--- src/rtl/ex_bypass_network.sv ---
// ex_bypass_network
//   EX-stage operand forwarding network. Keeps a DEPTH-entry history of
//   in-flight producer results (entry 0 youngest) and forwards the youngest
//   matching result to rs1/rs2. Handles late-arriving load data: a fill is
//   forwarded on its arrival cycle and written into history; a consumer that
//   needs a still-pending value raises hazard_stall.
//
// Ports
//   clk, rst            clock; synchronous active-low reset
//   stall_in            pipeline freeze: history holds, push ignored
//   rs1_*/rs2_*         consumer source addresses, use flags, regfile values
//   pc, imm, use_pc,
//   use_imm             ALU operand muxing
//   wr_en/addr/data/
//   wr_ready            producer leaving EX (wr_ready=0 for loads)
//   fill_valid/data     late load data
//   rs1_br, rs2_br      forwarded source values
//   rs1_in, rs2_in      ALU operands
//   hazard_stall        consumer needs data that is not ready yet
//   stall_count         saturating count of hazard_stall cycles
//   proto_err           sticky: a not-ready entry retired without a fill
module ex_bypass_network #(
    parameter int unsigned XLEN  = 32,
    parameter int unsigned DEPTH = 3,
    parameter int unsigned AW    = 5,
    parameter int unsigned CW    = 16
) (
    input  logic            clk,
    input  logic            rst,
    input  logic            stall_in,
    input  logic [AW-1:0]   rs1_addr,
    input  logic [AW-1:0]   rs2_addr,
    input  logic            rs1_used,
    input  logic            rs2_used,
    input  logic [XLEN-1:0] rs1_rf,
    input  logic [XLEN-1:0] rs2_rf,
    input  logic [XLEN-1:0] pc,
    input  logic [XLEN-1:0] imm,
    input  logic            use_pc,
    input  logic            use_imm,
    input  logic            wr_en,
    input  logic [AW-1:0]   wr_addr,
    input  logic [XLEN-1:0] wr_data,
    input  logic            wr_ready,
    input  logic            fill_valid,
    input  logic [XLEN-1:0] fill_data,
    output logic [XLEN-1:0] rs1_br,
    output logic [XLEN-1:0] rs2_br,
    output logic [XLEN-1:0] rs1_in,
    output logic [XLEN-1:0] rs2_in,
    output logic            hazard_stall,
    output logic [CW-1:0]   stall_count,
    output logic            proto_err
);

    logic [DEPTH-1:0] valid_q;
    logic [DEPTH-1:0] ready_q;
    logic [AW-1:0]    rd_q   [DEPTH];
    logic [XLEN-1:0]  data_q [DEPTH];

    logic [DEPTH-1:0] pend;
    logic [DEPTH-1:0] tgt_oh;
    logic [DEPTH-1:0] fill_hit;
    logic             retire_err;
    logic [XLEN:0]    lk1;
    logic [XLEN:0]    lk2;

    // Fill target: oldest valid entry still waiting for its data. Later
    // (older) hits overwrite earlier ones so the result is one-hot.
    always_comb begin
        pend   = valid_q & ~ready_q;
        tgt_oh = '0;
        for (int unsigned i = 0; i < DEPTH; i++) begin
            if (pend[i]) begin
                tgt_oh    = '0;
                tgt_oh[i] = 1'b1;
            end
        end
        fill_hit   = fill_valid ? tgt_oh : '0;
        retire_err = !stall_in && pend[DEPTH-1] && !fill_hit[DEPTH-1];
    end

    // Returns {hazard, value} for one source; youngest match wins.
    function automatic logic [XLEN:0] lookup(
        input logic [AW-1:0]   addr,
        input logic            used,
        input logic [XLEN-1:0] rf
    );
        logic          found;
        logic [XLEN:0] res;
        found = 1'b0;
        res   = {1'b0, rf};
        if (addr == '0) begin
            res = '0;
        end else begin
            for (int unsigned i = 0; i < DEPTH; i++) begin
                if (!found && valid_q[i] && (rd_q[i] == addr)) begin
                    found = 1'b1;
                    if (ready_q[i])
                        res = {1'b0, data_q[i]};
                    else if (fill_hit[i])
                        res = {1'b0, fill_data};
                    else
                        res = {used, data_q[i]};
                end
            end
        end
        return res;
    endfunction

    always_comb begin
        lk1 = lookup(rs1_addr, rs1_used, rs1_rf);
        lk2 = lookup(rs2_addr, rs2_used, rs2_rf);
        // History is only cleared at the edge, so mask it while in reset.
        if (!rst) begin
            rs1_br       = rs1_rf;
            rs2_br       = rs2_rf;
            hazard_stall = 1'b0;
        end else begin
            rs1_br       = lk1[XLEN-1:0];
            rs2_br       = lk2[XLEN-1:0];
            hazard_stall = lk1[XLEN] | lk2[XLEN];
        end
        rs1_in = use_pc  ? pc  : rs1_br;
        rs2_in = use_imm ? imm : rs2_br;
    end

    always_ff @(posedge clk) begin
        if (!rst) begin
            valid_q     <= '0;
            ready_q     <= '0;
            stall_count <= '0;
            proto_err   <= 1'b0;
            for (int unsigned i = 0; i < DEPTH; i++) begin
                rd_q[i]   <= '0;
                data_q[i] <= '0;
            end
        end else begin
            if (!stall_in) begin
                // Shift, merging the fill into the entry as it moves down;
                // a fill aimed at the oldest entry leaves with it.
                for (int unsigned i = 1; i < DEPTH; i++) begin
                    valid_q[i] <= valid_q[i-1];
                    rd_q[i]    <= rd_q[i-1];
                    data_q[i]  <= fill_hit[i-1] ? fill_data : data_q[i-1];
                    ready_q[i] <= ready_q[i-1] | fill_hit[i-1];
                end
                valid_q[0] <= wr_en && (wr_addr != '0);
                rd_q[0]    <= wr_addr;
                data_q[0]  <= wr_data;
                ready_q[0] <= wr_ready;
            end else begin
                for (int unsigned i = 0; i < DEPTH; i++) begin
                    if (fill_hit[i]) begin
                        data_q[i]  <= fill_data;
                        ready_q[i] <= 1'b1;
                    end
                end
            end
            if (retire_err)
                proto_err <= 1'b1;
            if (hazard_stall && (stall_count != '1))
                stall_count <= stall_count + CW'(1);
        end
    end

endmodule

--- config.mk ---
export PLATFORM = sky130hd
export DESIGN_NAME = ex_bypass_network
export DESIGN_NICKNAME = d
export VERILOG_FILES = /design/src/rtl/ex_bypass_network.sv
export SDC_FILE = /design/constraint.sdc
export NUM_CORES = 1
export LEC_CHECK = 0
export CORE_ASPECT_RATIO = 1.75
export CORE_MARGIN = 2
export CORE_UTILIZATION = 25
export DETAILED_ROUTE_END_ITERATION = 10
export HOLD_SLACK_MARGIN = 0.03
export PLACE_DENSITY = 0.53
export SKIP_CTS_REPAIR_TIMING = 1
export SYNTH_ARGS = -nofsm -noshare
export SYNTH_HDL_FRONTEND = slang
export SYNTH_SLANG_ARGS = --single-unit
--- constraint.sdc ---
create_clock -name clk -period 3.2 [get_ports clk]
set_clock_uncertainty 0.15 [all_clocks]
set_input_delay 0.48 -clock clk [delete_from_list [all_inputs] [get_ports clk]]
set_output_delay 0.48 -clock clk [all_outputs]
set_load 0.01 [all_outputs]
# Word-level counts from Yosys, hierarchy flattened
# Memory sizes are Yosys's and may differ from the RTL's.
# Index checks and enable logic that the tools add are counted.
totals:
  reg_bits: 23
  output_inout_bits: 146
  mem_bits_rw: 111
  mem_count: 2
  in_bits: 217
mem_list:
  columns: ["memory", "depth", "width", "read_ports", "rd_ports_with_merged_regs", "wr", "line", "rtl"]
  rows:
  - ["data_q", 3, 32, 3, 0, 3, "59", "logic [XLEN-1:0] data_q [DEPTH];"]
  - ["rd_q", 3, 5, 3, 0, 3, "58", "logic [AW-1:0] rd_q [DEPTH];"]
classes:
  reduce_logical: 23
  addsub: 1
  bitwise: 14
  eq_ne: 10
  n_mux: 68
op_table:
  columns: ["op", "n"]
  rows:
  - ["33-bit 2-to-1 mux", 20]
  - ["32-bit 2-to-1 mux", 12]
  - ["5-bit equality test", 6]
  - ["1-bit 2-to-1 mux", 29]
  - ["16-bit by 1-bit adder with 16-bit output, second input constant", 1]
  - ["16-bit inequality test, second input constant", 1]
  - ["5-bit 2-to-1 mux", 3]
  - ["1-bit logical AND", 14]
  - ["1-bit bitwise OR", 12]
  - ["5-bit zero test", 2]
  - ["3-bit 2-to-1 mux", 3]
  - ["1-bit zero test", 6]
  - ["2-bit by 1-bit inequality test with 1-bit output, second input constant", 3]
  - ["5-bit nonzero test", 1]
  - ["3-bit AND", 1]
  - ["3-bit NOT", 1]
  - ["2-bit 2-to-1 mux", 1]

# Depth between registers and ports, before layout
# An unclocked memory read counts as a cell.
depth:
  ltp_word: 18
  ltp_mapped: 10
  depth_no_buf: 7

# Least setup slack after synthesis
# Ideal clock, no wire load.
synth_path:
  path_kind: "input-to-reg"
  start: "input fill_valid"
  end: "memory data_q[2][0] (enable)"
  setup_ps: 562
  path_buffers: 3
  arrival_time_ps: 2286
  stages: 5
  required_ps: 2488
  setup_slack_ps: 202
  path_cell_list: "clkbuf_1 > nand3b_1 > clkbuf_1 > buf_1 > nand3_1"
synth_rtl:
  columns: ["item", "line", "rtl"]
  rows:
  - ["start: declaration", "45", "input logic fill_valid,"]
  - ["end: declaration", "59", null]

==> results.json <==
{
  "gp_congestion": 0.929,
  "ioPinCount": 363,
  "grt_usage_pct": 22.6,
  "end_kind": "output port",
  "wirelength_mm": 59.8,
  "cp.arrival_ns": 3.04,
  "synth.cell_area_um2": 11600,
  "path_max_fanout": 7,
  "rows": 104,
  "met3_usage_pct": 3.93,
  "fmax_ghz": 0.273,
  "grt_antenna_before_repair": 6,
  "violations": "negative setup slack",
  "dp_hpwl_mm": 44.3,
  "overflow": 0,
  "ys_ff_latch": 134,
  "avgSynthCellArea_um2": 8.16,
  "finalMaxSlewViolations": 0,
  "antenna_left": 0,
  "die_width_um": 167,
  "initial_core_util_pct": 25.2,
  "synth_xor_area_share_pct": 2.27,
  "layout.nets": 2128,
  "cts_tree": "done",
  "path_class": "reg2out",
  "synthArstFlopShare_pct": 0,
  "cts_inserted_buffers": 17,
  "p_seq_share_pct": 34.5,
  "drtIter0Drc": 966,
  "syn-num-nets": 1637,
  "dieArea_um2": 48100,
  "drive_above_1_share_pct": 37.4,
  "maxCapViolCount": 0,
  "core_area_um2": 45900,
  "fillers": 4414,
  "rsz0062_at_grt": "true",
  "drtPass1Iterations": 5,
  "synth_edf_count": 111,
  "die_y_um": 289,
  "drcViolationCount": 0,
  "synth_top_family_by_area": "compound AO/OA/AOI/OAI gates",
  "cts-root-buf": "clkbuf_16",
  "place_inst": 2422,
  "power_density_nw_per_um2": 297,
  "clkTransAtPathRegs_ns": 0.06,
  "critPathLaunchType": "flip-flop",
  "ir_drop_uv": 408,
  "cts.sinks": 134,
  "worstMarginPinSlew_ns": 0.923,
  "ctsHtreeMaxLevel": 4,
  "avgRoutedWirePerCell_um": 23.8,
  "grt_max_degree": 56,
  "busiest_layer": "met2",
  "intPower_mw": 4.17,
  "power.leakage_nw": 8.38,
  "synth-simple-area-share_pct": 19.8,
  "power.share.combinational_pct": 30.3,
  "setup_viol_count_final": 129,
  "viasPerCell": 5.50,
  "ys_seq_area_share_pct": 32.8,
  "synth_compound_area_share_pct": 31.2,
  "setup_tns_ns": -44.11,
  "met1_usage_pct": 26.6,
  "status": "complete, but fails checks",
  "synthAdderAreaFrac_pct": 0.108,
  "grt_use_met2_pct": 40.1,
  "grt_pass1_vias": 13186,
  "finalHoldViolCount": 0,
  "switching_share_pct": 30.9,
  "switching_power_mw": 1.87,
  "clock_path_buffers": 2,
  "synth_cells": 1419,
  "hold_class": "reg2reg",
  "p_clk_share_pct": 35.3,
  "grt_pass1_wl_mm": 82.9,
  "fin_crit_sh_pct": 115,
  "vias": 13817,
  "maxSlewHeadroom_pct": 38.3,
  "synth_cell_types": 49,
  "hold-worst-slack_ns": 0.338,
  "setup_ws_ns": -0.466,
  "required_ns": 2.57,
  "area_growth_pct": 75.8,
  "layout_min_cycle_time_ns": 3.67,
  "synth_ff_type": "edfxtp_1",
  "port_buffers": 362,
  "synthMuxAreaShare_pct": 9.04,
  "yosysWarningCount": 0,
  "insertion_delay_ns": 0.44,
  "regToRegSetupSlack_ns": 0.03,
  "final_cells": 2510
}
==> state kept, by name, summed over array words and instances (netlist names) <==
signal	cells
data_q	96
proto_err	1
rd_q	15
ready_q	3
stall_count	16
valid_q	3
==> cell usage after synthesis (all sizes together) (18+ instances only) <==
cell type,n,area [µm²]
mux2i,99,991
a21o,59,443
o31ai,40,300
and3,21,136
dfxtp,23,460
a211oi,31,233
a22oi,33,248
a21oi,236,1180
nor2,57,214
nand3,20,100
a22o,58,508
nor3b,119,893
xor2,18,158
o21ai,104,521
nand2,152,571
buf,32,146
clkbuf,104,392
edfxtp,111,3330
==> kinds of logic (layout without fill, tap and decap cells) <==
group | Yosys count | count (layout)
simple gates | 426 | 426
compound gates | 582 | 582
flops | 134 | 134
mux | 104 | 104
xor+xnor | 30 | 30
buf+inv | 142 | 646
other cells | 0 | 4
fa+ha+maj | 1 | 1
==> cell usage in the layout (no fill, tap or decap), types with 12 or more instances in the layout <==
master             n
o21ai_2           34
o31ai_4           21
clkbuf_2          21
buf_2             79
edfxtp_1         111
a22oi_1           24
a22o_4            58
nor3b_2           55
nor2_1            47
a21o_1            59
dfxtp_1           23
a21oi_2           29
nand2_1          146
a21oi_4           14
o21ai_0           12
nor3b_1           63
buf_6             45
o21ai_1           51
clkdlybuf4s50_1  221
buf_12            44
mux2i_1           89
a211oi_1          31
and3_1            17
clkbuf_16         23
nand3_1           13
xor2_1            14
a21oi_1          193
buf_4            176
==> power groups by stage <==
stage               clock network [mW]  logic (mW)  registers, mW
CTS                               2.15        1.68           2.08
global route                      2.23        1.94           2.09
detailed placement                   0        1.67           2.12
floorplan                            0       0.647           2.09
global placement                     0        1.67           2.11
finish                            2.13        1.83           2.08
==> critical path, stage by stage, from the launching register on <==
cell,delay (ns)
edfxtp_1,0.51
xor2_2,0.20
nor4_4,0.30
buf_4,0.18
and3_4,0.20
nor3_4,0.04
buf_12,0.14
buf_6,0.11
buf_12,0.14
a22o_4,0.29
o31ai_4,0.22
buf_4,0.15
buf_6,0.09
==> through the flow <==
step           worst slack [ns]  cell area, µm²  total power [mW]  util [%]
2_1_floorplan             0.202           11600              2.74         -
3_3_place_gp              -1.01           17400              3.78      37.9
3_5_place_dp              -1.04           17400              3.78      37.9
4_1_cts                   -1.05           18000              5.91      39.2
5_1_grt                  -0.560           20400              6.25      44.3
6_report                 -0.466           20400              6.04      44.3
==> path summary, 6_finish.rpt <==
kind | end | startpoint | depth (start not counted)
max | rs1_in[7] | rd_q[0][6] | 12
min reg2reg | proto_err | proto_err | 2
min | proto_err | proto_err | 2
max reg2reg | stall_count[8] | rd_q[0][8] | 11
==> final cells by class <==
cell class,count,area [µm²],share of cell area (%)
diodes,4,10.0,0.0492
clock buffers,20,437,2.14
clock inverters,12,178,0.873
inverters,6,22.5,0.111
multi-input cells,1143,9410,46.2
flip-flops and latches,134,3790,18.6
well taps,583,729,3.58
repair buffers,608,5780,28.4
==> routing by layer <==
| layer | vias up | part of all wire [%] | routed length (µm) |
|---|---|---|---|
| met2 | 556 | 51 | 30800 |
| li1 | 6370 | - | - |
| met5 | - | 0.042 | 25 |
| met3 | 132 | 5.4 | 3220 |
| met1 | 6755 | 39 | 23000 |
| met4 | 4 | 4.6 | 2740 |
Power figures use the tool's default switching activity.
